--- src/rtl/cpu_pkg.sv ---
// Shared pipeline definitions: decoder opcodes, register index width
// and the hazard controller state encoding.
package cpu_pkg;

    localparam int REG_W = 5;

    localparam logic [6:0] OP_RTYPE = 7'b0110011;
    localparam logic [6:0] OP_ITYPE = 7'b0010011;
    localparam logic [6:0] OP_LOAD  = 7'b0000011;
    localparam logic [6:0] OP_STORE = 7'b0100011;
    localparam logic [6:0] OP_BEQ   = 7'b1100011;

    typedef enum logic {
        RUN  = 1'b0,
        MISS = 1'b1
    } hazState_e;

endpackage

--- src/rtl/sat_counter.sv ---
// Saturating up-counter with synchronous clear; holds at all-ones.
module sat_counter #(
    parameter int W = 16
) (
    input  logic         clk,
    input  logic         inc,
    input  logic         clr,
    output logic [W-1:0] cnt
);

    always_ff @(posedge clk) begin
        if (clr) begin
            cnt <= '0;
        end else if (inc && cnt != '1) begin
            cnt <= cnt + 1'b1;
        end
    end

endmodule

--- src/rtl/hazard_stall_unit.sv ---
// ID-stage hazard/stall controller: load-use bubbles, cache-miss freeze,
// deferred branch flush, miss watchdog. Option: BRANCH_ID_HAZARD_EN.
module hazard_stall_unit
    import cpu_pkg::*;
#(
    parameter int MISS_TIMEOUT = 1023,
    parameter int CNT_W        = 16
) (
    input  logic             clk_i,
    input  logic             rst_i,
    input  logic [REG_W-1:0] ID_Rs1_i,
    input  logic [REG_W-1:0] ID_Rs2_i,
    input  logic             ID_Branch_i,
    input  logic             Branch_taken_i,
    input  logic             EX_MemRead_i,
    input  logic             EX_RegWrite_i,
    input  logic [REG_W-1:0] EX_Rd_i,
    input  logic             MEM_MemRead_i,
    input  logic [REG_W-1:0] MEM_Rd_i,
    input  logic             mem_stall_i,
    output logic             NoOp_o,
    output logic             PCWrite_o,
    output logic             IF_ID_Write_o,
    output logic             IF_ID_Flush_o,
    output logic             Pipe_Stall_o,
    output logic             timeout_o,
    output logic [CNT_W-1:0] lu_cnt_o,
    output logic [CNT_W-1:0] miss_cnt_o,
    output logic [CNT_W-1:0] flush_cnt_o
);

    localparam int TW = $clog2(MISS_TIMEOUT + 1);
    localparam logic [TW-1:0] TMAX = TW'(MISS_TIMEOUT);

    hazState_e state, stateNext;
    logic flushPending, flushPendingNext;
    logic [TW-1:0] missTimer, missTimerNext;
    logic timeoutNext;
    logic lu, exLoadHit;
    logic luInc, missInc, flushInc;

    assign exLoadHit = EX_MemRead_i && EX_Rd_i != '0 &&
                       (EX_Rd_i == ID_Rs1_i || EX_Rd_i == ID_Rs2_i);

`ifdef BRANCH_ID_HAZARD_EN
    // beq compares in ID, so its operands cannot come from EX or a MEM load
    logic exWrHit, memLoadHit;

    assign exWrHit = EX_RegWrite_i && EX_Rd_i != '0 &&
                     (EX_Rd_i == ID_Rs1_i || EX_Rd_i == ID_Rs2_i);
    assign memLoadHit = MEM_MemRead_i && MEM_Rd_i != '0 &&
                        (MEM_Rd_i == ID_Rs1_i || MEM_Rd_i == ID_Rs2_i);
    assign lu = exLoadHit || (ID_Branch_i && (exWrHit || memLoadHit));
`else
    logic unusedBranchOps;

    assign unusedBranchOps = ^{ID_Branch_i, EX_RegWrite_i,
                               MEM_MemRead_i, MEM_Rd_i};
    assign lu = exLoadHit;
`endif

    always_comb begin
        stateNext        = state;
        flushPendingNext = flushPending;
        missTimerNext    = missTimer;
        timeoutNext      = timeout_o;
        NoOp_o           = 1'b0;
        PCWrite_o        = 1'b0;
        IF_ID_Write_o    = 1'b0;
        IF_ID_Flush_o    = 1'b0;
        Pipe_Stall_o     = 1'b0;
        luInc            = 1'b0;
        missInc          = 1'b0;
        flushInc         = 1'b0;
        if (rst_i) begin
            NoOp_o = 1'b1;
        end else begin
            case (state)
                RUN: begin
                    if (mem_stall_i) begin
                        Pipe_Stall_o = 1'b1;
                        stateNext    = MISS;
                    end else if (lu) begin
                        NoOp_o = 1'b1;
                        luInc  = 1'b1;
                    end else if (Branch_taken_i || flushPending) begin
                        IF_ID_Flush_o    = 1'b1;
                        PCWrite_o        = 1'b1;
                        IF_ID_Write_o    = 1'b1;
                        flushInc         = 1'b1;
                        flushPendingNext = 1'b0;
                    end else begin
                        PCWrite_o     = 1'b1;
                        IF_ID_Write_o = 1'b1;
                    end
                end
                MISS: begin
                    Pipe_Stall_o = 1'b1;
                    missInc      = 1'b1;
                    if (Branch_taken_i) begin
                        flushPendingNext = 1'b1;
                    end
                    if (missTimer != TMAX) begin
                        missTimerNext = missTimer + 1'b1;
                    end
                    if (missTimerNext == TMAX) begin
                        timeoutNext = 1'b1;
                    end
                    if (!mem_stall_i) begin
                        stateNext     = RUN;
                        missTimerNext = '0;
                    end
                end
                default: stateNext = RUN;
            endcase
        end
    end

    always_ff @(posedge clk_i) begin
        if (rst_i) begin
            state        <= RUN;
            flushPending <= 1'b0;
            missTimer    <= '0;
            timeout_o    <= 1'b0;
        end else begin
            state        <= stateNext;
            flushPending <= flushPendingNext;
            missTimer    <= missTimerNext;
            timeout_o    <= timeoutNext;
        end
    end

    sat_counter #(.W(CNT_W)) luCounter (
        .clk(clk_i), .inc(luInc), .clr(rst_i), .cnt(lu_cnt_o)
    );

    sat_counter #(.W(CNT_W)) missCounter (
        .clk(clk_i), .inc(missInc), .clr(rst_i), .cnt(miss_cnt_o)
    );

    sat_counter #(.W(CNT_W)) flushCounter (
        .clk(clk_i), .inc(flushInc), .clr(rst_i), .cnt(flush_cnt_o)
    );

endmodule

--- config.mk ---
export PLATFORM = sky130hd
export DESIGN_NAME = hazard_stall_unit
export DESIGN_NICKNAME = d
export VERILOG_FILES = /design/src/rtl/cpu_pkg.sv /design/src/rtl/sat_counter.sv /design/src/rtl/hazard_stall_unit.sv
export SDC_FILE = /design/constraint.sdc
export NUM_CORES = 1
export LEC_CHECK = 0
export CAP_MARGIN = 20
export CORE_MARGIN = 2
export CORE_UTILIZATION = 53
export CTS_CLUSTER_DIAMETER = 50
export CTS_CLUSTER_SIZE = 28
export DETAILED_ROUTE_END_ITERATION = 10
export GPL_ROUTABILITY_DRIVEN = 0
export MAX_ROUTING_LAYER = met4
export PLACE_DENSITY = 0.85
export SLEW_MARGIN = 25
export SYNTH_ARGS = -nofsm -noshare
export SYNTH_HDL_FRONTEND = slang
export SYNTH_SLANG_ARGS = --single-unit
--- constraint.sdc ---
create_clock -name clk_i -period 4 [get_ports clk_i]
set_input_delay 0.4 -clock clk_i [delete_from_list [all_inputs] [get_ports clk_i]]
set_output_delay 0.4 -clock clk_i [all_outputs]
set_load 0.01 [all_outputs]
==> reports/metrics.cfg, run 1 <==
[placement]
numPortBuffers=73
hpwlAfterDp_um=5550
dp.cells=528
place_ws_ns=0.671

[timing]
setup_tns_ns=0
final_max_slew_viol_count=0
clock_skew_ns=0.00612
slew_headroom_pct=53.7
setup_violations=0
finalCriticalPeriod_ns=3.24
setup_slack_ns=0.760
timing.fmax_mhz=309
tightest_slew_ns=0.689
hold_viol_final=0
rsz0062_at_grt=false
fin_crit_sh_pct=81.0

[floorplan]
fp.dieH_um=82.1
die_x_um=82.1
core-area_mm2=0.00592
io_pins=82
fp-row-count=28
die-area_mm2=0.00673
initial_utilization_pct=54.5

[layout]
diodes=0
final_layout_size_suffix_gt1_share_pct=6.42
multi_input_area_mm2=0.00190
nets=496
seq_area_mm2=0.00122
final_cells=542
fillCellCount=487
area_growth_pct=28.7

[global_routing]
grt_max_degree=39
grt_pass1_wl_um=12800
antenna_found_initial=0
grt_util_all_layers_pct=25.3
grt-ovfl-total=0
grt_pass1_vias=2935

[min_path]
min-delay-start=timeout_o
worstHoldEndpoint=timeout_o
min_path_type=flop to flop
hold_depth=2

[clock_tree]
path_clk_slew_ns=0.07
hold_buffers=0
htree_levels=3
clk_latency_ns=0.35
cts_tree=yes
cts-root-buf=clkbuf_8
cts.sinks=61
clk_path_buf_depth=2
cts_buffers=9
cts_resized=0
postCtsSetupBuffers=0

[synthesis]
yosysWarnings=0
synth_top_area_share_pct=37.8
syn_area_mm2=0.00323
syn_area_per_cell_um2=8.11
synth_compound_area_share_pct=14.4
syn_nets=430
synth_simple_gate_area_share_pct=30.8
synth_edf_count=0
synthAdderAreaFrac_pct=1.55
synthCells=398
synthFlopType=dfxtp_1
synth_seq_cells=61
ys_top_cells_by_area=dfxtp_1 38%, nor2_1 6.4%, xor2_1 4.6%, nand3_1 4.3%, nand2_1 4.1%
yosysTopAreaCell=dfxtp_1
synth_xor_area_share_pct=8.41
yosysUniqueCellTypes=47
synth_top_family_by_area=simple AND/OR/NAND/NOR gates
synth.area.mux_share_pct=3.68
yosysSeqAreaShare_pct=37.8
async_flop_share_pct=0

[worst_setup_path]
cp-start-kind=input port
crit_required_ns=3.60
critical_path_class=input port to output port
worstPathArrival_ns=2.84
reg2reg_to=luCounter.cnt[13]
path_max_fanout=16
ff2ff_setup_slack_ns=1.09
r2r_cells=5
worstReg2RegStart=state
end_kind=output port

[outcome]
status=finished clean

[detailed_routing]
drtIter0Drc=212
avgViaCountPerCell=5.87
ant_nets=0
dr.pass1.iters=5
via_count=3182
drt-total-wl_um=8020
drc=0
wl_per_cell_um=14.8

[pwr]
p_leak_nw=1.36
peakVddDrop_v=0.000184
powerDensity_mw_per_mm2=300

[flow_run]
maxCapViolCount=0

-- report_power, final --
part	total, mW	internal [mW]	switching (mW)
sequential	0.618	0.611	0.00719
clock	0.536	0.297	0.239
combinational	0.0946	0.0454	0.0493
-- cell usage after synthesis, drive strengths merged (10+ instances only) --
| cell | instances |
|---|---|
| xor2 | 17 |
| o21ai | 10 |
| nor2 | 55 |
| xnor2 | 14 |
| o31ai | 11 |
| clkbuf | 14 |
| or4 | 11 |
| dfxtp | 61 |
| nand3 | 28 |
| nand4 | 15 |
| nand2 | 35 |
| a21oi | 22 |
-- stage by stage --
| stage | hold WS (ns) | utilization [%] | total power, mW | area [um^2] |
|---|---|---|---|---|
| floorplan | 0.466 | - | 0.685 | 3230 |
| global placement | 0.455 | 67.2 | 0.723 | 3980 |
| detailed placement | 0.466 | 67.2 | 0.726 | 3980 |
| CTS | 0.480 | 70.2 | 1.25 | 4160 |
| global route | 0.508 | 70.2 | 1.29 | 4160 |
| finish | 0.472 | 70.2 | 1.25 | 4160 |
-- sequential cells by signal (all words and copies together), names as in the netlist --
name / count
flushCounter.cnt: 16
missTimer: 10
missCounter.cnt: 16
luCounter.cnt: 16
flushPending: 1
state: 1
timeout_o: 1
-- kinds of logic after synthesis --
logic type / count (synthesis)
xor+xnor: 31
mux: 11
buf+inv: 26
compound gates: 69
fa+ha+maj: 4
flops: 61
simple gates: 196
-- worst max path at each step --
stage	from	end	slack [ns]
after floorplan	EX_Rd_i[1]	PCWrite_o	1.68
after global placement	mem_stall_i	luCounter.cnt[13]	0.73
after detailed placement	mem_stall_i	luCounter.cnt[13]	0.67
after CTS	EX_Rd_i[2]	PCWrite_o	0.76
after global routing	EX_Rd_i[2]	PCWrite_o	0.62
final	EX_Rd_i[2]	PCWrite_o	0.76
-- area by class of cell --
type / instances / share of cell area [%]
timing repair buffer: 74 / 17.6
clock inverter: 2 / 0.843
inverter: 7 / 0.632
multi-input combinational: 311 / 45.8
sequential: 61 / 29.4
tap: 75 / 2.26
clock buffer: 12 / 3.49
-- layer usage --
metal / track usage (%) / share of wire, % / wire [um] / vias up
met5: - / 0 / 0 / -
met4: 10.2 / 2.2 / 176 / 0
met3: 7.80 / 6.4 / 511 / 22
met2: 40.9 / 49 / 3940 / 116
met1: 29.3 / 42 / 3390 / 1477
li1: - / - / - / 1567
-- layout by cell type (no fill, tap or decap), types with 11 or more instances in the layout --
cell,instances
nand2_1,35
nand3_1,28
nor2_1,55
xor2_1,17
dfxtp_1,61
or4_1,11
a21oi_1,22
nand4_1,15
o31ai_1,11
clkdlybuf4s50_1,72
xnor2_1,14
-- critical path, stage by stage --
cell	delay, ns
clkdlybuf4s50_1	0.47
or4_1	0.56
o21ai_2	0.21
inv_2	0.09
a21o_1	0.35
nor2_1	0.19
clkdlybuf4s50_1	0.56
No activity file was read; power rests on OpenSTA's default activity.
==> inputs of run 2 (changes only) <==
--- a/config.mk
+++ b/config.mk
@@ -7,13 +7,13 @@
 export LEC_CHECK = 0
 export CAP_MARGIN = 20
 export CORE_MARGIN = 2
-export CORE_UTILIZATION = 53
+export CORE_UTILIZATION = 49
 export CTS_CLUSTER_DIAMETER = 50
 export CTS_CLUSTER_SIZE = 28
 export DETAILED_ROUTE_END_ITERATION = 10
 export GPL_ROUTABILITY_DRIVEN = 0
 export MAX_ROUTING_LAYER = met4
-export PLACE_DENSITY = 0.85
+export PLACE_DENSITY = 0.8
 export SLEW_MARGIN = 25
 export SYNTH_ARGS = -nofsm -noshare
 export SYNTH_HDL_FRONTEND = slang
==> constraint.sdc (replaced) <==
create_clock -name clk_i -period 3.1 [get_ports clk_i]
set_input_delay 0.31 -clock clk_i [delete_from_list [all_inputs] [get_ports clk_i]]
set_output_delay 0.31 -clock clk_i [all_outputs]
set_load 0.01 [all_outputs]
==> run 2 against run 1 <==
Sequential power is 28% higher. Critical path depth is the same. Sequential share of layout area decreased by 0.52 points. Combinational power grew 40%. Global-route usage decreased by 3.2 points. Clock skew increased by 0.00058 ns. Clock power is 29% higher. Routed wire length fell by 3.9%.
==> reports/metrics.cfg, run 2 (synthesized netlist as in run 1, its figures left out) <==
[detailed_routing]
drt-total-wl_um=7700  ; -3.9%
wl_met1_um=3400  ; +0.38%
via_count=3184  ; +0.063%
avgViaCountPerCell=5.75  ; -2.1%
drtIter0Drc=151  ; -29%
dr_wl_met2_um=3780  ; -4.0%
ant_nets=0  ; unchanged
dr.pass1.iters=5  ; unchanged
met3_length_um=449  ; -12%
drc=0  ; unchanged
top_layer=met4
wl_per_cell_um=13.9  ; -6.0%

[placement]
place_ws_ns=0.273  ; -0.399 ns
dp.cells=538  ; +1.9%
dpl_cell_area_mm2=0.00404  ; +1.6%
numPortBuffers=73  ; unchanged
hpwlAfterDp_um=5690  ; +2.6%

[clock_tree]
path_clk_slew_ns=0.06  ; about the same
cts_buffers=9  ; unchanged
cts_tree=yes
clk_path_buf_depth=2  ; unchanged
postCtsSetupBuffers=0  ; unchanged
clk_latency_ns=0.33  ; -0.02 ns
cts-root-buf=clkbuf_8
htree_levels=3  ; unchanged
cts.sinks=61  ; unchanged
cts_resized=0  ; unchanged
hold_buffers=0  ; unchanged

[timing]
setup_violations=0  ; unchanged
fin_crit_sh_pct=90.7
final_max_slew_viol_count=0  ; unchanged
clock_skew_ns=0.00670  ; +0.000582 ns
hold_viol_final=0  ; unchanged
tightest_slew_ns=0.671  ; -0.0178 ns
rsz0062_at_grt=false
setup_slack_ns=0.289  ; -0.471 ns
finalCriticalPeriod_ns=2.81
timing.fmax_mhz=356
setup_tns_ns=0  ; unchanged
slew_headroom_pct=54.8  ; +1.2 points

[worst_setup_path]
cpLargestDelayFamily=buffers and inverters
critical_path_class=input port to output port
cp_common_cell=clkdlybuf4s50_1
path_max_fanout=4  ; -12
cp-start-kind=input port
cp_num_buf_inv=3  ; unchanged
slowest_delay_ns=0.56  ; about the same
worstPathArrival_ns=2.50  ; -0.34 ns
crit_path_top_delay_cell=or4_1
crit_required_ns=2.79  ; -0.81 ns
end_kind=output port
path_cells=clkdlybuf4s50_1 > or4_1 > o21ai_2 > inv_2 > a21o_1 > nor2_1 > clkdlybuf4s50_1

[layout]
final_layout_size_suffix_gt1_share_pct=8.39  ; +2.0 points
top_regs=flushCounter.cnt: 16 flops, luCounter.cnt: 16 flops, missCounter.cnt: 16 flops
final_cell_area_mm2=0.00423  ; +1.8%
diodes=0  ; unchanged
area_growth_pct=31.0
final_common_cell=clkdlybuf4s50_1
nets=504  ; +1.6%
final_cells=554  ; +2.2%
final_cell_mix=72 x clkdlybuf4s50_1, 61 x dfxtp_1, 55 x nor2_1

[pwr]
peakVddDrop_v=0.000266  ; +45%
powerDensity_mw_per_mm2=382  ; +27%
p_leak_nw=1.40  ; +3.2%
power_mw=1.62  ; +30%

[min_path]
min_path_type=input port to flop

[global_routing]
antenna_found_initial=0  ; unchanged
grt_max_degree=31  ; -21%
grt_pass1_vias=2915  ; -0.68%
grt_util_all_layers_pct=22.2  ; -3.2 points
grt_pass1_wl_um=12800  ; unchanged
grt-ovfl-total=0  ; unchanged

[floorplan]
io_pins=82  ; unchanged
fp-row-count=29  ; +3.6%
die_x_um=85.2  ; +3.8%
core-area_mm2=0.00635  ; +7.2%
initial_utilization_pct=50.9  ; -3.7 points
die-area_mm2=0.00726  ; +7.7%
fp.dieH_um=85.2  ; +3.8%

[flow_run]
maxCapViolCount=0  ; unchanged

[outcome]
status=finished clean

[run 2: cell types whose count changed in the layout (fill, tap and decap cells not counted), sizes merged]
cell / previous run / this run
clkinv: 1 / 2
clkinvlp: 0 / 1
buf: 2 / 10
[run 2: worst paths after layout]
| check | to | slack, ns | startpoint | depth (start not counted) |
|---|---|---|---|---|
| setup reg to reg | luCounter.cnt[15] | 0.90 | luCounter.cnt[0] | 8 |
| setup / recovery | IF_ID_Write_o | 0.29 | EX_Rd_i[1] | 7 |
| hold / removal | luCounter.cnt[6] | 0.38 | rst_i | 2 |
| hold reg to reg | timeout_o | 0.47 | timeout_o | 2 |
[run 2: cell type report]
type,instances,area (um^2)
Tap cell,77,96.3
Multi-Input combinational cell,311,1900
Inverter,7,26.3
Clock inverter,4,47.5
Sequential cell,61,1220
Fill cell,555,2120
Clock buffer,12,145
Timing Repair Buffer,82,793
[run 2: where the power goes]
| part | leakage, nW | total [mW] | internal [mW] | switching (mW) |
|---|---|---|---|---|
| clock network | 0.0964 | 0.692 | 0.391 | 0.301 |
| logic | 0.816 | 0.132 | 0.0645 | 0.0677 |
| registers | 0.492 | 0.794 | 0.789 | 0.00564 |
[run 2: metal layers]
metal / up-vias / global-route usage [%]
li1: 1590 / -
met1: 1479 / 26.8
met2: 104 / 36.2
met3: 11 / 6.32
met4: 0 / 6.06
met5: - / -
[run 2: per-stage QoR]
step	util, %	hold slack (ns)
after floorplan	-	0.466
final	66.6	0.378
after global placement	63.6	0.451
after global routing	66.6	0.384
after CTS	66.6	0.370
after detailed placement	63.6	0.468
